===== src/rtl/floor_controller.sv =====
// Three-floor cabin controller: accepts one request at a time from a
// scheduler, travels one floor per TRAVEL_CYCLES, holds the door open for
// DOOR_CYCLES and pulses a one-hot served code on arrival.
module floor_controller #(
    parameter int unsigned TRAVEL_CYCLES = 4,
    parameter int unsigned DOOR_CYCLES   = 8,
    parameter logic [1:0]  ST_FLOOR      = 2'b00,
    parameter logic [1:0]  ND_FLOOR      = 2'b01,
    parameter logic [1:0]  RD_FLOOR      = 2'b10
) (
    input  logic       clk,
    input  logic       rst,
    input  logic [1:0] open_when,
    input  logic       req_valid,
    output logic [1:0] floor,
    output logic       is_mooving,
    output logic       door_open,
    output logic [2:0] served
);

    typedef enum logic [1:0] {
        IDLE = 2'd0,
        MOVE = 2'd1,
        DOOR = 2'd2
    } state_t;

    localparam logic [7:0] TRAVEL_LAST = 8'(TRAVEL_CYCLES - 1);
    localparam logic [7:0] DOOR_LAST   = 8'(DOOR_CYCLES - 1);
    localparam logic [1:0] BAD_FLOOR   = 2'b11;

    state_t     state_q, state_d;
    logic [1:0] floor_q, floor_d;
    logic [1:0] target_q, target_d;
    logic [7:0] cnt_q, cnt_d;
    logic       moving_q, moving_d;
    logic       door_q, door_d;
    logic [2:0] served_q, served_d;
    logic [1:0] step_floor;

    // Served LED code {st,nd,rd} for a floor.
    function automatic logic [2:0] served_code(input logic [1:0] f);
        logic [2:0] code;
        code = 3'b000;
        if (f == ST_FLOOR)      code = 3'b100;
        else if (f == ND_FLOOR) code = 3'b010;
        else if (f == RD_FLOOR) code = 3'b001;
        return code;
    endfunction

    // State and output registers; reset dominates every other event.
    always_ff @(posedge clk) begin
        if (rst) begin
            state_q  <= IDLE;
            floor_q  <= ST_FLOOR;
            target_q <= ST_FLOOR;
            cnt_q    <= '0;
            moving_q <= 1'b0;
            door_q   <= 1'b0;
            served_q <= '0;
        end else begin
            state_q  <= state_d;
            floor_q  <= floor_d;
            target_q <= target_d;
            cnt_q    <= cnt_d;
            moving_q <= moving_d;
            door_q   <= door_d;
            served_q <= served_d;
        end
    end

    // Next-state logic: request acceptance, floor stepping and door timing.
    always_comb begin
        state_d    = state_q;
        floor_d    = floor_q;
        target_d   = target_q;
        cnt_d      = cnt_q;
        moving_d   = moving_q;
        door_d     = door_q;
        served_d   = '0;
        step_floor = (target_q > floor_q) ? floor_q + 2'd1 : floor_q - 2'd1;

        case (state_q)
            IDLE: begin
                if (req_valid && open_when != BAD_FLOOR) begin
                    cnt_d = '0;
                    if (open_when == floor_q) begin
                        state_d  = DOOR;
                        door_d   = 1'b1;
                        served_d = served_code(floor_q);
                    end else begin
                        state_d  = MOVE;
                        moving_d = 1'b1;
                        target_d = open_when;
                    end
                end
            end
            MOVE: begin
                if (cnt_q == TRAVEL_LAST) begin
                    cnt_d   = '0;
                    floor_d = step_floor;
                    if (step_floor == target_q) begin
                        state_d  = DOOR;
                        moving_d = 1'b0;
                        door_d   = 1'b1;
                        served_d = served_code(target_q);
                    end
                end else begin
                    cnt_d = cnt_q + 8'd1;
                end
            end
            DOOR: begin
                if (cnt_q == DOOR_LAST) begin
                    state_d = IDLE;
                    door_d  = 1'b0;
                    cnt_d   = '0;
                end else begin
                    cnt_d = cnt_q + 8'd1;
                end
            end
            default: begin
                state_d  = IDLE;
                cnt_d    = '0;
                moving_d = 1'b0;
                door_d   = 1'b0;
            end
        endcase
    end

    assign floor      = floor_q;
    assign is_mooving = moving_q;
    assign door_open  = door_q;
    assign served     = served_q;

endmodule


===== config.mk =====
export PLATFORM = sky130hd
export DESIGN_NAME = floor_controller
export DESIGN_NICKNAME = d
export VERILOG_FILES = /design/src/rtl/floor_controller.sv
export SDC_FILE = /design/constraint.sdc
export NUM_CORES = 1
export LEC_CHECK = 0
export BUFFER_PORTS_ARGS = -buffer_cell sky130_fd_sc_hd__buf_4
export CAP_MARGIN = 20
export CORE_AREA = 2 2 75 77
export CTS_CLUSTER_DIAMETER = 150
export DETAILED_ROUTE_END_ITERATION = 16
export DIE_AREA = 0 0 77 79
export PLACE_DENSITY_LB_ADDON = 0.2
export SLEW_MARGIN = 20
export SYNTH_ARGS = -nofsm -noshare
export SYNTH_HDL_FRONTEND = slang
export SYNTH_SLANG_ARGS = --single-unit

===== constraint.sdc =====
create_clock -name clk -period 2.3 [get_ports clk]
set_input_delay 0.46 -clock clk [delete_from_list [all_inputs] [get_ports clk]]
set_output_delay 0.46 -clock clk [all_outputs]
set_load 0.1 [all_outputs]

==> results of run 1 <==
flip-flops by register name (all words and copies together) (netlist names):
name / cells
cnt_q: 8
door_open: 1
floor: 2
is_mooving: 1
served: 3
state_q: 2
target_q: 2
worst register-to-register path, cell delays in order, from the launching register on:
cell and delay [ns]:
dfxtp_4 0.39, inv_2 0.06, ha_1 0.33, and3_1 0.19
a31o_2 0.24, o2111a_2 0.30, or4_1 0.50, o211ai_1 0.09
kinds of logic after synthesis:
kind of cell	Yosys count	share of synthesized area [%]
compound gates	44	26.2
buf+inv	17	5.31
flops	19	29.4
simple gates	67	27.6
fa+ha+maj	9	8.70
mux	1	0.773
xor+xnor	3	2.03
layout by cell type, fill, tap and decap left out, types with 3 or more instances in the layout:
cell type and count:
a31oi_1 5, nand2b_1 6, inv_1 9, nor3_1 8
a21oi_1 10, o21ai_0 4, clkbuf_8 3, ha_1 9
dfxtp_1 17, nand2_1 17, or4_1 5, buf_4 16
nor2_1 12, nand3_1 8
report_power, final:
part           switching (mW)  internal, mW  total (mW)
logic                   0.445         0.225       0.670
clock network           0.122         0.121       0.242
registers              0.0245         0.364       0.389
area by class of cell:
type | instances | area [µm²] | share of cell area [%]
Clock buffer | 3 | 41.3 | 2.68
Clock inverter | 1 | 5.00 | 0.325
Inverter | 11 | 41.3 | 2.68
Multi-Input combinational cell | 124 | 853 | 55.4
Sequential cell | 19 | 388 | 25.2
Tap cell | 72 | 90.1 | 5.85
Timing Repair Buffer | 16 | 120 | 7.80
how the worst max path moves through the flow:
stage	endpoint	slack (ns)
floorplan	state_q[0]	0.006
global placement	state_q[0]	0.1
detailed placement	state_q[0]	0.05
CTS	state_q[0]	0.04
global route	state_q[0]	0.03
finish	state_q[0]	0.14
Yosys cell counts (2+ instances only):
master / number
dfxtp_1: 19
nand2_1: 17
nor2_1: 12
inv_1: 11
a21oi_1: 10
ha_1: 9
nand3_1: 8
nor3_1: 8
nand2b_1: 6
a31oi_1: 5
or4_1: 5
clkbuf_1: 4
o21ai_0: 4
a211oi_1: 2
nand4b_1: 2
o211ai_1: 2
o21a_1: 2
o31ai_1: 2
xor2_1: 2
routing by layer:
layer	track usage, %	vias to the layer above	share of wire [%]
met5	0	-	0
met4	3.21	0	0.88
met3	2.84	4	4.0
met2	18.5	19	46
met1	14.0	568	49
li1	-	615	-
what timing repair did:
action                     in CTS  in global routing
gates resized for setup         0                  1
setup endpoints to repair       0                  3
setup buffers                   0                  0
hold buffers                    0                  0
==> impl_metrics.ini, run 1 <==
[status]
status = completed

[cts]
clock_sinks = 19
cts_root_buf = clkbuf_8
clk_path_buf_depth = 2
cts_tree = yes
cts_max_level = 1
cts_made_buffers = 3
clk_pin_slew_ns = 0.08
insertion_delay_ns = 0.26

[timing]
fin_worst_skew_ns = 0.00526
fin_hold_ws_ns = 0.456
rsz0062_at_grt = false
setup_tns_ns = 0
fmax_ghz = 0.463
timing.final.ws_setup_ns = 0.138
relSlewSlack_pct = 60.3
setup-violations-final = 0
period_needed_ns = 2.16
worstMarginPinSlew_ns = 0.595
hold_viol_final = 0
finalCritPeriodShare_pct = 94.0
drv_slew = 0

[global_route]
track_usage_pct = 11.0
grt_pass1_vias = 1107
antenna_found_initial = 0
grt_max_degree = 20
grt_pass1_wl_um = 5420
overflow = 0

[layout]
n_antenna_cell = 0
fin_util_pct = 28.8
drive_gt1_share_pct = 21.3
fillers = 615
instances_no_fill = 246
fin_area_mm2 = 0.00154
synthToLayoutAreaGrowth_pct = 18.8
fin_nets = 189

[route]
viasPerCell = 4.90
route.vias.total = 1206
first_pass_iters = 4
route.detailed.drc = 0
detail-route-antenna-nets = 0
wl_per_cell_um = 13.0
drt-total-wl_um = 3200
drtIter0Drc = 59

[placed_design]
placed_area_mm2 = 0.00149
dpl_worst_slack_ns = 0.0451
gp_congestion = 0.769
io_buffers = 11
hpwl_um = 2340
place_inst = 242

[die]
core_area_mm2 = 0.00534
dieArea_mm2 = 0.00608
pin_count = 12
die_w_um = 77
die_y_um = 79
num_rows = 27
initial_core_util_pct = 24.3

[critical_path]
path_depth = 7
cp-startpoint = floor[1]
r2r_start = floor[1]
critPathKind = flop to flop
cp_cell_sequence = inv_2, ha_1, and3_1, a31o_2, o2111a_2, or4_1, o211ai_1
critPathSlowestCell = or4_1
arrival_ns = 2.35
cp.buffers_inverters = 1
end_kind = flop
start_kind = flop
critPathRequiredTime_ns = 2.49
r2r_slack_ns = 0.14
crit_family = simple AND/OR/NAND/NOR gates
worstPathMaxFanout = 7
reg2regPathDepth = 7
cpPeakStageDelay_ns = 0.50
r2r-end = state_q[0]

[yosys]
yosys-top-cells-area = dfxtp_1 29%, ha_1 8.7%, nand2_1 4.9%, a21oi_1 3.9%, nor2_1 3.5%
yosysUniqueCellTypes = 49
synth_top_cell_by_area = dfxtp_1
synth_edf_count = 0
syn_nets = 174
synth_warnings = 0
synthCells = 160
postSynthRegisterBits = 19
seq_area_frac_synth_pct = 29.4
synthFlopType = dfxtp_1
synthArstFlopShare_pct = 0
syn_area_mm2 = 0.00129
avgSynthCellArea_um2 = 8.09
post-synth-top-area-fraction_pct = 29.4

[pwr]
leakagePower_nw = 0.533
peakVddDrop_mv = 0.317
p_per_area_mw_per_mm2 = 845
total_power_mw = 1.30

[flow_run]
max_cap_violations = 0

[hold_path]
hold_end = is_mooving
min_path_cells = 2
min_from = is_mooving
hold_path.class = flop to flop
No activity file was read; power rests on OpenSTA's default activity.
==> run 2: changes to the inputs <==
Settings changed: BUFFER_PORTS_ARGS -buffer_cell sky130_fd_sc_hd__buf_4 to default, DONT_BUFFER_PORTS from default to 1.
==> impl_metrics.ini, run 2 (same netlist as run 1, synthesis figures left out) <==
[layout]
drive_gt1_share_pct = 18.5
synthToLayoutAreaGrowth_pct = 15.4
final_cell_mix = 17 x nand2_1, 17 x dfxtp_1, 12 x nor2_1
n_antenna_cell = 0
instances_no_fill = 240
largest_reg_flops = 8
fin_nets = 183
largest_register = cnt_q
register_area_um2 = 388
fin_util_pct = 28.0
multi_input_area_um2 = 853
fillers = 607

[cts]
cts_made_buffers = 3
postCtsHoldBufs = 0
clock_sinks = 19
insertion_delay_ns = 0.26
cts_max_level = 1
ctsResizeCount = 0
cts_root_buf = clkbuf_8
clk_path_buf_depth = 2
clk_pin_slew_ns = 0.08
cts_tree = yes
postCtsSetupBuffers = 0

[die]
core_area_mm2 = 0.00534
num_rows = 27
die_y_um = 79
die_w_um = 77
dieArea_mm2 = 0.00608
initial_core_util_pct = 24.3
pin_count = 12

[global_route]
antenna_found_initial = 0
grt_pass1_vias = 1153
grt_max_degree = 20
overflow = 0
grt_pass1_wl_um = 5560
track_usage_pct = 11.3

[critical_path]
end_kind = flop
cp-startpoint = target_q[0]
reg2regPathDepth = 7
worstPathMaxFanout = 6
critPathRequiredTime_ns = 2.49
start_kind = flop
critPathKind = flop to flop
arrival_ns = 2.34
r2r_start = target_q[0]

[route]
drt-total-wl_um = 3320
first_pass_iters = 4
detail-route-antenna-nets = 0
viasPerCell = 5.04
wl_per_cell_um = 13.8
route.vias.total = 1210
drtIter0Drc = 77
route.detailed.drc = 0

[placed_design]
dpl_worst_slack_ns = 0.183
io_buffers = 0
gp_congestion = 0.793
hpwl_um = 2500
place_inst = 236

[timing]
finalCritPeriodShare_pct = 93.6
setup-violations-final = 0
fmax_ghz = 0.465
relSlewSlack_pct = 62.3
setup_tns_ns = 0
drv_slew = 0
worstMarginPinSlew_ns = 0.565
rsz0062_at_grt = false
fin_worst_skew_ns = 0.00612
period_needed_ns = 2.15
timing.final.ws_setup_ns = 0.147
hold_viol_final = 0

[flow_run]
max_cap_violations = 0

[pwr]
p_per_area_mw_per_mm2 = 861
leakagePower_nw = 0.506
peakVddDrop_mv = 0.481
p_sw_share_pct = 45.0
pwr-share-comb_pct = 51.0
p_int_mw = 0.707
total_power_mw = 1.29
clkPwrFrac_pct = 18.8
pwr-share-seq_pct = 30.1
power.switching_mw = 0.579

[hold_path]
min_from = rst
min_path_cells = 1
hold_path.class = primary input to flop

[status]
status = completed
run 2: changes by cell type in the layout (fill, tap and decap cells not counted), sizes merged:
cell and change:
buf -6
run 2: power groups by stage:
stage / clock network (mW) / registers [mW] / logic [mW]
CTS: 0.250 / 0.388 / 0.664
floorplan: 0 / 0.485 / 0.427
global route: 0.264 / 0.394 / 0.721
finish: 0.242 / 0.388 / 0.657
global placement: 0 / 0.394 / 0.656
detailed placement: 0 / 0.396 / 0.660
run 2: final timing paths:
path	endpoint	slack, ns
max	state_q[0]	0.15
min	floor[1]	0.25
max reg2reg	state_q[0]	0.15
min reg2reg	door_open	0.46
run 2: layout make-up:
type                    count  area share (%)
clock buffers               3            2.76
clock inverters             1           0.335
inverters                  11            2.76
multi-input cells         124            57.1
flip-flops and latches     19            26.0
well taps                  72            6.03
repair buffers             10            5.03
run 2: worst max-delay path: stages, from the launching register on:
cell and delay, ns:
dfxtp_1 0.38, inv_1 0.07, ha_1 0.31, and3_1 0.19, a31o_2 0.25, o2111a_2 0.30
or4_1 0.50, o211ai_1 0.09
run 2: per-stage QoR:
| step | cell area, µm² | hold WS (ns) |
|---|---|---|
| after CTS | 1490 | 0.243 |
| final | 1490 | 0.247 |
| after detailed placement | 1440 | 0.450 |
| after global routing | 1490 | 0.238 |
| after floorplan | 1300 | 0.449 |
| after global placement | 1440 | 0.438 |
run 2: per-layer routing:
layer  wire, µm  vias to the layer above  track usage, %
met5          0                        -               0
met4         17                        0            2.50
met3        203                        2            3.52
met2       1570                       37            18.7
met1       1530                      565            14.5
li1           -                      606               -
